--- src/rtl/prbs31_burst_ctrl_pkg.sv ---
// prbs_pkg: shared definitions for the PRBS31 burst sequencer.
//   - state_t      : controller states (IDLE, LOAD, BURST, GAP, DONE)
//   - PRBS31_WIDTH : LFSR width
//   - TAP_HI/TAP_LO: feedback taps for x^31 + x^28 + 1
//   - SEED_DEFAULT : reset value and replacement for an all-zero seed
//   - fix_seed()   : maps the illegal all-zero seed onto SEED_DEFAULT
// Optional build macro used elsewhere in this slice: PRBS_ERRINJ_EN.
package prbs_pkg;

  localparam int PRBS31_WIDTH = 31;
  localparam int TAP_HI       = 30;
  localparam int TAP_LO       = 27;
  localparam logic [PRBS31_WIDTH-1:0] SEED_DEFAULT = 31'd1;

  typedef enum logic [2:0] {
    IDLE  = 3'd0,
    LOAD  = 3'd1,
    BURST = 3'd2,
    GAP   = 3'd3,
    DONE  = 3'd4
  } state_t;

  // An all-zero LFSR is a lock-up state, so a zero seed is never loaded.
  function automatic logic [PRBS31_WIDTH-1:0] fix_seed(input logic [PRBS31_WIDTH-1:0] seed);
    return (seed == '0) ? SEED_DEFAULT : seed;
  endfunction

endpackage

--- src/rtl/prbs31_burst_ctrl_if.sv ---
// prbs31_burst_ctrl_if: control/config and serial-output bundle of the
// PRBS31 burst sequencer.
//   master modport: pin wrapper side (drives start/stop/cfg_*, observes outputs)
//   slave  modport: sequencer side   (observes start/stop/cfg_*, drives outputs)
// Signals: start, stop, cfg_seed[30:0], cfg_len[LEN_W], cfg_gap[GAP_W],
//          cfg_bursts[LEN_W], cfg_reseed, prbs_bit, bit_valid, sob, eob,
//          busy, done, aborted.
// With PRBS_ERRINJ_EN defined: errinj (to sequencer) and err_cnt[7:0].
interface prbs31_burst_ctrl_if #(
  parameter int LEN_W = 16,
  parameter int GAP_W = 8
);

  logic             start;
  logic             stop;
  logic [30:0]      cfg_seed;
  logic [LEN_W-1:0] cfg_len;
  logic [GAP_W-1:0] cfg_gap;
  logic [LEN_W-1:0] cfg_bursts;
  logic             cfg_reseed;

  logic             prbs_bit;
  logic             bit_valid;
  logic             sob;
  logic             eob;
  logic             busy;
  logic             done;
  logic             aborted;

`ifdef PRBS_ERRINJ_EN
  logic             errinj;
  logic [7:0]       err_cnt;
`endif

  modport master (
    output start, stop, cfg_seed, cfg_len, cfg_gap, cfg_bursts, cfg_reseed,
`ifdef PRBS_ERRINJ_EN
    output errinj,
    input  err_cnt,
`endif
    input  prbs_bit, bit_valid, sob, eob, busy, done, aborted
  );

  modport slave (
    input  start, stop, cfg_seed, cfg_len, cfg_gap, cfg_bursts, cfg_reseed,
`ifdef PRBS_ERRINJ_EN
    input  errinj,
    output err_cnt,
`endif
    output prbs_bit, bit_valid, sob, eob, busy, done, aborted
  );

endinterface

--- src/rtl/prbs31_burst_ctrl_lfsr.sv ---
// prbs31_lfsr: bare 31-bit Fibonacci shift register for x^31 + x^28 + 1.
// Holds state only; all sequencing lives in the controller.
// Ports:
//   clk, rst_n (async, active-low) -- reset loads SEED_DEFAULT
//   load      -- load seed (priority over step)
//   seed      -- value to load
//   step      -- advance one position: {s[29:0], s[30]^s[27]}
//   state_out -- current register contents; state_out[30] is the output bit
module prbs31_lfsr
  import prbs_pkg::*;
(
  input  logic                    clk,
  input  logic                    rst_n,
  input  logic                    load,
  input  logic [PRBS31_WIDTH-1:0] seed,
  input  logic                    step,
  output logic [PRBS31_WIDTH-1:0] state_out
);

  logic [PRBS31_WIDTH-1:0] lfsr_reg;
  logic [PRBS31_WIDTH-1:0] lfsr_next;

  // Shift toward the MSB; feedback enters at bit 0.
  assign lfsr_next[0] = lfsr_reg[TAP_HI] ^ lfsr_reg[TAP_LO];

  genvar gi;
  generate
    for (gi = 1; gi < PRBS31_WIDTH; gi++) begin : g_shift
      assign lfsr_next[gi] = lfsr_reg[gi-1];
    end
  endgenerate

  always_ff @(posedge clk or negedge rst_n) begin
    if (!rst_n) begin
      lfsr_reg <= SEED_DEFAULT;
    end else if (load) begin
      lfsr_reg <= seed;
    end else if (step) begin
      lfsr_reg <= lfsr_next;
    end
  end

  assign state_out = lfsr_reg;

endmodule

--- src/rtl/prbs31_burst_ctrl.sv ---
// prbs31_burst_ctrl: sequencer around a PRBS31 LFSR. On start it latches the
// configuration, seeds the LFSR, and emits cfg_bursts bursts of cfg_len bits
// separated by cfg_gap idle cycles, flagging the first (sob) and last (eob)
// bit of each burst.
// Ports:
//   clk   -- clock
//   rst_n -- asynchronous active-low reset
//   bus   -- prbs31_burst_ctrl_if.slave: start/stop/cfg_* in,
//            prbs_bit/bit_valid/sob/eob/busy/done/aborted out
// Encoding of zero in config: cfg_len=0 -> 2^LEN_W bits, cfg_gap=0 ->
// back-to-back bursts, cfg_bursts=0 -> run until stop, cfg_seed=0 -> 1.
// Build macro PRBS_ERRINJ_EN adds errinj (inverts prbs_bit for that BURST
// cycle) and a saturating 8-bit err_cnt cleared on start.
module prbs31_burst_ctrl
  import prbs_pkg::*;
#(
  parameter int LEN_W = 16,
  parameter int GAP_W = 8
)(
  input  logic                 clk,
  input  logic                 rst_n,
  prbs31_burst_ctrl_if.slave   bus
);

  state_t state_reg, state_next;

  // Configuration shadows, captured only when start is accepted.
  logic [PRBS31_WIDTH-1:0] seed_sh;
  logic [LEN_W-1:0]        len_sh;
  logic [GAP_W-1:0]        gap_sh;
  logic [LEN_W-1:0]        bursts_sh;
  logic                    reseed_sh;

  // Down-counters: bit_rem counts remaining bits after the current one,
  // gap_rem remaining gap cycles after the current one, burst_rem bursts left.
  logic [LEN_W-1:0]        bit_rem;
  logic [GAP_W-1:0]        gap_rem;
  logic [LEN_W-1:0]        burst_rem;
  logic                    aborted_reg;

  logic                    start_ok;
  logic                    last_bit;
  logic                    last_burst;
  logic                    gap_last;
  logic [LEN_W-1:0]        len_m1;
  logic [GAP_W-1:0]        gap_m1;

  logic                    lfsr_load;
  logic                    lfsr_step;
  logic [PRBS31_WIDTH-1:0] lfsr_state;
  logic                    unused_lfsr_bits;
  logic                    inj;

  // len_sh = 0 wraps to all-ones, giving exactly 2^LEN_W bits.
  assign len_m1     = len_sh - LEN_W'(1);
  assign gap_m1     = gap_sh - GAP_W'(1);
  assign start_ok   = (state_reg == IDLE) && bus.start && !bus.stop;
  assign last_bit   = (bit_rem == '0);
  // A zero burst count means continuous: the terminal condition never fires.
  assign last_burst = (bursts_sh != '0) && (burst_rem == LEN_W'(1));
  assign gap_last   = (gap_rem == '0);

  // ---------------------------------------------------------------- state
  always_ff @(posedge clk or negedge rst_n) begin
    if (!rst_n) begin
      state_reg <= IDLE;
    end else begin
      state_reg <= state_next;
    end
  end

  always_comb begin
    state_next = state_reg;
    unique case (state_reg)
      IDLE:  if (start_ok) state_next = LOAD;
      LOAD:  state_next = BURST;
      BURST: begin
        if (last_bit) begin
          if (last_burst)         state_next = DONE;
          else if (gap_sh != '0)  state_next = GAP;
          else if (reseed_sh)     state_next = LOAD;
          else                    state_next = BURST;
        end
      end
      GAP:   if (gap_last) state_next = reseed_sh ? LOAD : BURST;
      DONE:  state_next = IDLE;
      default: state_next = IDLE;
    endcase
    // Abort overrides everything outside IDLE. In DONE the done pulse is
    // already visible, so this only shortens nothing and raises no abort.
    if (bus.stop && (state_reg != IDLE)) begin
      state_next = IDLE;
    end
  end

  // ------------------------------------------------------- config + counters
  always_ff @(posedge clk or negedge rst_n) begin
    if (!rst_n) begin
      seed_sh     <= '0;
      len_sh      <= '0;
      gap_sh      <= '0;
      bursts_sh   <= '0;
      reseed_sh   <= 1'b0;
      bit_rem     <= '0;
      gap_rem     <= '0;
      burst_rem   <= '0;
      aborted_reg <= 1'b0;
    end else begin
      aborted_reg <= bus.stop &&
                     ((state_reg == LOAD) || (state_reg == BURST) || (state_reg == GAP));
      unique case (state_reg)
        IDLE: begin
          if (start_ok) begin
            seed_sh   <= fix_seed(bus.cfg_seed);
            len_sh    <= bus.cfg_len;
            gap_sh    <= bus.cfg_gap;
            bursts_sh <= bus.cfg_bursts;
            reseed_sh <= bus.cfg_reseed;
            burst_rem <= bus.cfg_bursts;
          end
        end
        // Any state that can precede BURST pre-loads the bit counter.
        LOAD, GAP: begin
          bit_rem <= len_m1;
          if (state_reg == GAP) gap_rem <= gap_rem - GAP_W'(1);
        end
        BURST: begin
          gap_rem <= gap_m1;
          if (last_bit) begin
            bit_rem <= len_m1;
            if (bursts_sh != '0) burst_rem <= burst_rem - LEN_W'(1);
          end else begin
            bit_rem <= bit_rem - LEN_W'(1);
          end
        end
        default: ;
      endcase
    end
  end

  // -------------------------------------------------------------- LFSR
  assign lfsr_load = (state_reg == LOAD);
  assign lfsr_step = (state_reg == BURST);

  prbs31_lfsr u_lfsr (
    .clk       (clk),
    .rst_n     (rst_n),
    .load      (lfsr_load),
    .seed      (seed_sh),
    .step      (lfsr_step),
    .state_out (lfsr_state)
  );

  // Only the MSB is observed externally.
  assign unused_lfsr_bits = ^lfsr_state[TAP_HI-1:0];

  // ---------------------------------------------------------- error inject
`ifdef PRBS_ERRINJ_EN
  logic [7:0] err_cnt_reg;

  assign inj = bus.errinj && (state_reg == BURST);

  always_ff @(posedge clk or negedge rst_n) begin
    if (!rst_n) begin
      err_cnt_reg <= '0;
    end else if (start_ok) begin
      err_cnt_reg <= '0;
    end else if (inj && (err_cnt_reg != 8'hFF)) begin
      err_cnt_reg <= err_cnt_reg + 8'd1;
    end
  end

  assign bus.err_cnt = err_cnt_reg;
`else
  assign inj = 1'b0;
`endif

  // -------------------------------------------------------------- outputs
  assign bus.bit_valid = (state_reg == BURST);
  assign bus.prbs_bit  = (state_reg == BURST) && (lfsr_state[TAP_HI] ^ inj);
  assign bus.sob       = (state_reg == BURST) && (bit_rem == len_m1);
  assign bus.eob       = (state_reg == BURST) && last_bit;
  assign bus.busy      = (state_reg != IDLE);
  assign bus.done      = (state_reg == DONE);
  assign bus.aborted   = aborted_reg;

endmodule

--- src/flat_wrapper.sv ---
// flat-port wrapper written by rule: the top's interface ports become plain ports
module prbs31_burst_ctrl_flat import prbs_pkg::*;
#(
  parameter int LEN_W = 16,
  parameter int GAP_W = 8
)
  (clk, rst_n, bus_start, bus_stop, bus_cfg_seed, bus_cfg_len, bus_cfg_gap, bus_cfg_bursts, bus_cfg_reseed, bus_prbs_bit, bus_bit_valid, bus_sob, bus_eob, bus_busy, bus_done, bus_aborted);
  prbs31_burst_ctrl_if #(.LEN_W(LEN_W), .GAP_W(GAP_W)) bus_i ();
  input  logic clk;
  input  logic rst_n;
  input wire logic [$bits(bus_i.start)-1:0] bus_start;
  input wire logic [$bits(bus_i.stop)-1:0] bus_stop;
  input wire logic [$bits(bus_i.cfg_seed)-1:0] bus_cfg_seed;
  input wire logic [$bits(bus_i.cfg_len)-1:0] bus_cfg_len;
  input wire logic [$bits(bus_i.cfg_gap)-1:0] bus_cfg_gap;
  input wire logic [$bits(bus_i.cfg_bursts)-1:0] bus_cfg_bursts;
  input wire logic [$bits(bus_i.cfg_reseed)-1:0] bus_cfg_reseed;
  output wire logic [$bits(bus_i.prbs_bit)-1:0] bus_prbs_bit;
  output wire logic [$bits(bus_i.bit_valid)-1:0] bus_bit_valid;
  output wire logic [$bits(bus_i.sob)-1:0] bus_sob;
  output wire logic [$bits(bus_i.eob)-1:0] bus_eob;
  output wire logic [$bits(bus_i.busy)-1:0] bus_busy;
  output wire logic [$bits(bus_i.done)-1:0] bus_done;
  output wire logic [$bits(bus_i.aborted)-1:0] bus_aborted;
  assign bus_i.start = bus_start;
  assign bus_i.stop = bus_stop;
  assign bus_i.cfg_seed = bus_cfg_seed;
  assign bus_i.cfg_len = bus_cfg_len;
  assign bus_i.cfg_gap = bus_cfg_gap;
  assign bus_i.cfg_bursts = bus_cfg_bursts;
  assign bus_i.cfg_reseed = bus_cfg_reseed;
  assign bus_prbs_bit = bus_i.prbs_bit;
  assign bus_bit_valid = bus_i.bit_valid;
  assign bus_sob = bus_i.sob;
  assign bus_eob = bus_i.eob;
  assign bus_busy = bus_i.busy;
  assign bus_done = bus_i.done;
  assign bus_aborted = bus_i.aborted;
  prbs31_burst_ctrl #(.LEN_W(LEN_W), .GAP_W(GAP_W)) u_core (.clk(clk), .rst_n(rst_n), .bus(bus_i));
endmodule
--- config.mk ---
export PLATFORM = sky130hd
export DESIGN_NAME = prbs31_burst_ctrl_flat
export DESIGN_NICKNAME = d
export VERILOG_FILES = /design/src/rtl/prbs31_burst_ctrl_pkg.sv /design/src/rtl/prbs31_burst_ctrl_if.sv /design/src/rtl/prbs31_burst_ctrl_lfsr.sv /design/src/rtl/prbs31_burst_ctrl.sv /design/src/flat_wrapper.sv
export SDC_FILE = /design/constraint.sdc
export NUM_CORES = 1
export LEC_CHECK = 0
export BUFFER_PORTS_ARGS = -buffer_cell sky130_fd_sc_hd__buf_4
export CAP_MARGIN = 20
export CORE_MARGIN = 10
export CORE_UTILIZATION = 50
export CTS_CLUSTER_DIAMETER = 120
export DETAILED_ROUTE_END_ITERATION = 10
export PLACE_DENSITY_LB_ADDON = 0.3
export SLEW_MARGIN = 20
export SYNTH_ARGS = -nofsm -noshare
export SYNTH_HDL_FRONTEND = slang
export SYNTH_SLANG_ARGS = --single-unit
--- constraint.sdc ---
create_clock -name clk -period 4.6 [get_ports clk]
set_input_delay 0 -clock clk [delete_from_list [all_inputs] [get_ports clk]]
set_output_delay 0 -clock clk [all_outputs]
set_load 0.1 [all_outputs]
==> qor.csv <==
stage,metric,value,unit
floorplanning,num rows,45,
clock_tree,Resize count post-CTS,0,
timing,Clock Skews,0.0145,ns
clock_tree,CTS buffer count,17,
timing,Final Hold Fails,0,
synth,number of synthesized flops with an enable pin,0,
hold_path,hold path endpoint,u_core.state_reg[1],
cells_and_area,fraction of layout cells with a size suffix above 1,23.7,%
clock_tree,clock root cell,clkbuf_16,
placed_design,Cells after DPL,985,
floorplanning,IO Pins,83,
clock_tree,clk_lat worst skew,0.43,ns
synth,Mapped Area,7640,µm²
setup_path,WP data arrival,3.25,ns
route,routed wire length per instance,17.7,µm
synth,Post-synth ARST share,100,%
setup_path,"critical path fanouts, max",18,
clock_tree,Clock transition at path regs,0.06,ns
timing,worst hold slack,0.0258,ns
setup_path,Worst Setup End Kind,output port,
synth,Yosys top cell by area,dfrtp_1,
timing,setup ws final,1.35,ns
setup_path,reg-to-reg endpoint,u_core.u_lfsr.state_out[2],
cells_and_area,P&R area growth vs syn,25.9,%
route,via count,6451,
route,Residual DRC,0,
clock_tree,post-CTS setup buffer count,0,
synth,Main synth FF type,dfrtp_1,
setup_path,WS Path Type,reg -> out,
global_route,met3 GRT Util,4.85,%
power,leakage power,4.03,nW
clock_tree,CTS tree,done,
global_route,Top Usage Layer GRT,met2,
setup_path,worst reg-to-reg setup slack,1.69,ns
timing,FMAX,0.308,GHz
power,Peak VDD IR,0.381,mV
floorplanning,die span in x,144,µm
hold_path,hold crit path type,in -> reg,
timing,final setup fails,0,
floorplanning,DIE AREA,20600,µm²
global_route,GR Layer Usage met2,32.9,%
synth,sequential fraction of the synthesis area,48.2,%
clock_tree,Max clock buf depth,2,
cells_and_area,most frequent cells in the layout,"dfrtp_1 (146), nor2_1 (93), buf_4 (86), dlygate4sd3_1 (74), mux2_2 (71)",
setup_path,crit path cell chain,or3b_2 -> nor3_1 -> nand3_1 -> nor4_1 -> o2111ai_1 -> nor4_2 -> buf_4,
cells_and_area,n_diodes,0,
global_route,total grt overflow,0,
cells_and_area,FILL cells,1139,
timing,Slew @ Worst Pin,0.987,ns
synth,Synth Instances,759,
global_route,largest net degree at the start of global routing,108,
global_route,GRT Util Overall,19.3,%
setup_path,Reg2Reg Depth,5,
route,drt pass-1 iters,7,
route,final wirelength,19300,µm
setup_path,CP max stage delay,0.74,ns
cells_and_area,final instance area,9620,µm²
setup_path,slowest cell on the critical path,or3b_2,
cells_and_area,Final Instance Count excl. Fillers,1091,
hold_path,hold path start,bus_start,
timing,final worst path period share,70.6,%
hold_path,Worst Hold Depth,3,
timing,total negative slack,0,ns
cells_and_area,"commonest non-fill, non-tap cell in the layout",dfrtp_1,
cells_and_area,Final nets,972,
synth,Syn Area/Cell,10.1,µm²
synth,Synth area leaders,"dfrtp_1 (48%), mux2_2 (10%), nor2_1 (4.6%)",
power,Cell Pwr Density,643,nW/µm²
floorplanning,height of the die,144,µm
placed_design,"worst slack, placed",1.71,ns
synth,synth unique cells,74,
timing,RSZ-0062 raised after global routing,no,
timing,"Slew Viols, Final",0,
global_route,initial antenna violation count,0,
synth,YS warnings,0,
run_status,status,"finished, final reports clean",
timing,Final min period,3.25,ns
placed_design,Post-DP HPWL,12500,µm
synth,Synth Net Count,841,
placed_design,DP Area,8330,µm²
timing,Rel. slew slack,34.2,%
synth,Yosys top cell area share,47.8,%
route,Iter 0 DRT Violations,479,
clock_tree,H-tree depth,4,
floorplanning,Initial Util,50.6,%
route,Routed Antenna Nets,0,
route,Via density,5.91,
setup_path,reg2reg start,u_core.state_reg[0],
synth,"FF+latch count, synth",147,
global_route,global-route wire length before repair,32200,µm
setup_path,Startpoint Class,flop,
global_route,GR Util met1,23.3,%
setup_path,Worst EP required,4.60,ns
floorplanning,Core Area,15100,µm²
placed_design,GP Congestion,0.888,
placed_design,number of port buffers,82,
run,max cap viols,0,
global_route,vias in the first global route,6601,
clock_tree,clk sinks,147,
[synthesized netlist by cell type (7+ instances only)]
cell,n
inv_1,12
nor4_1,23
nand2_1,39
nor3_1,28
a21oi_1,38
buf_1,7
o21ai_0,25
xnor2_1,20
mux2i_1,7
clkbuf_1,30
o21ai_1,27
xor2_1,17
o22ai_1,33
dfrtp_1,146
mux2_2,71
nor2_1,93
nand4_1,8
buf_2,8
nand3_1,14
a31oi_1,8
[how the worst max path moves through the flow]
stage | from | endpoint | slack (ns) | cells past startpoint
finish | u_core.state_reg[0] | bus_sob | 1.35 | 7
global placement | u_core.state_reg[0] | u_core.u_lfsr.state_out[20] | 1.89 | 5
CTS | u_core.state_reg[0] | bus_sob | 1.38 | 7
floorplan | u_core.len_sh[4] | bus_sob | 0.99 | 6
detailed placement | u_core.state_reg[0] | u_core.u_lfsr.state_out[15] | 1.71 | 5
global route | u_core.state_reg[0] | bus_sob | 1.11 | 7
[through the flow]
step	total power, mW	util, %
after floorplan	4.23	-
after global placement	4.67	55.2
after detailed placement	4.80	55.2
after CTS	6.18	63.8
after global routing	6.62	63.8
final	6.19	63.8
[cell families (layout without fill, tap and decap cells)]
group,after synthesis,after routing,share of synthesized area (%)
simple gates,254,254,17.4
compound gates,176,176,14.4
flops,147,147,48.2
mux,78,78,11.4
buf+inv,61,205,3.47
xor+xnor,37,37,4.24
fa+ha+maj,6,6,0.982
[cell type report]
type / instances / area (µm²) / area share (%)
Tap cell: 188 / 235 / 2.44
Timing Repair Buffer: 161 / 1400 / 14.5
Multi-Input combinational cell: 551 / 3710 / 38.5
Clock buffer: 18 / 439 / 4.56
Inverter: 12 / 45.0 / 0.468
Clock inverter: 14 / 116 / 1.21
Sequential cell: 147 / 3680 / 38.2
[critical path: cells and delay by family (launching register included)]
family	cells	cell delay, ns
AO/OA/AOI/OAI	1	0.18
buffers and inverters	1	0.33
AND/OR/NAND/NOR	5	1.73
flip-flops	1	0.59
[routing by layer]
layer	wire [µm]	vias up	share of wire [%]
met1	8090	3195	42
li1	-	3033	-
met5	0	-	0
met3	984	30	5.1
met4	299	0	1.6
met2	9890	193	51
[power by group]
part / total, mW / internal [mW] / switching [mW]
sequential: 2.59 / 1.94 / 0.645
combinational: 2.29 / 1.07 / 1.22
clock: 1.31 / 0.720 / 0.588
total: 6.19 / 3.74 / 2.45
[repair_timing]
action                                  4_1_cts  5_1_grt
hold endpoints to repair                    196        0
endpoints found under the setup margin        0        0
hold buffers                                 74        0
Note: power is estimated with default switching activity, not from simulation.
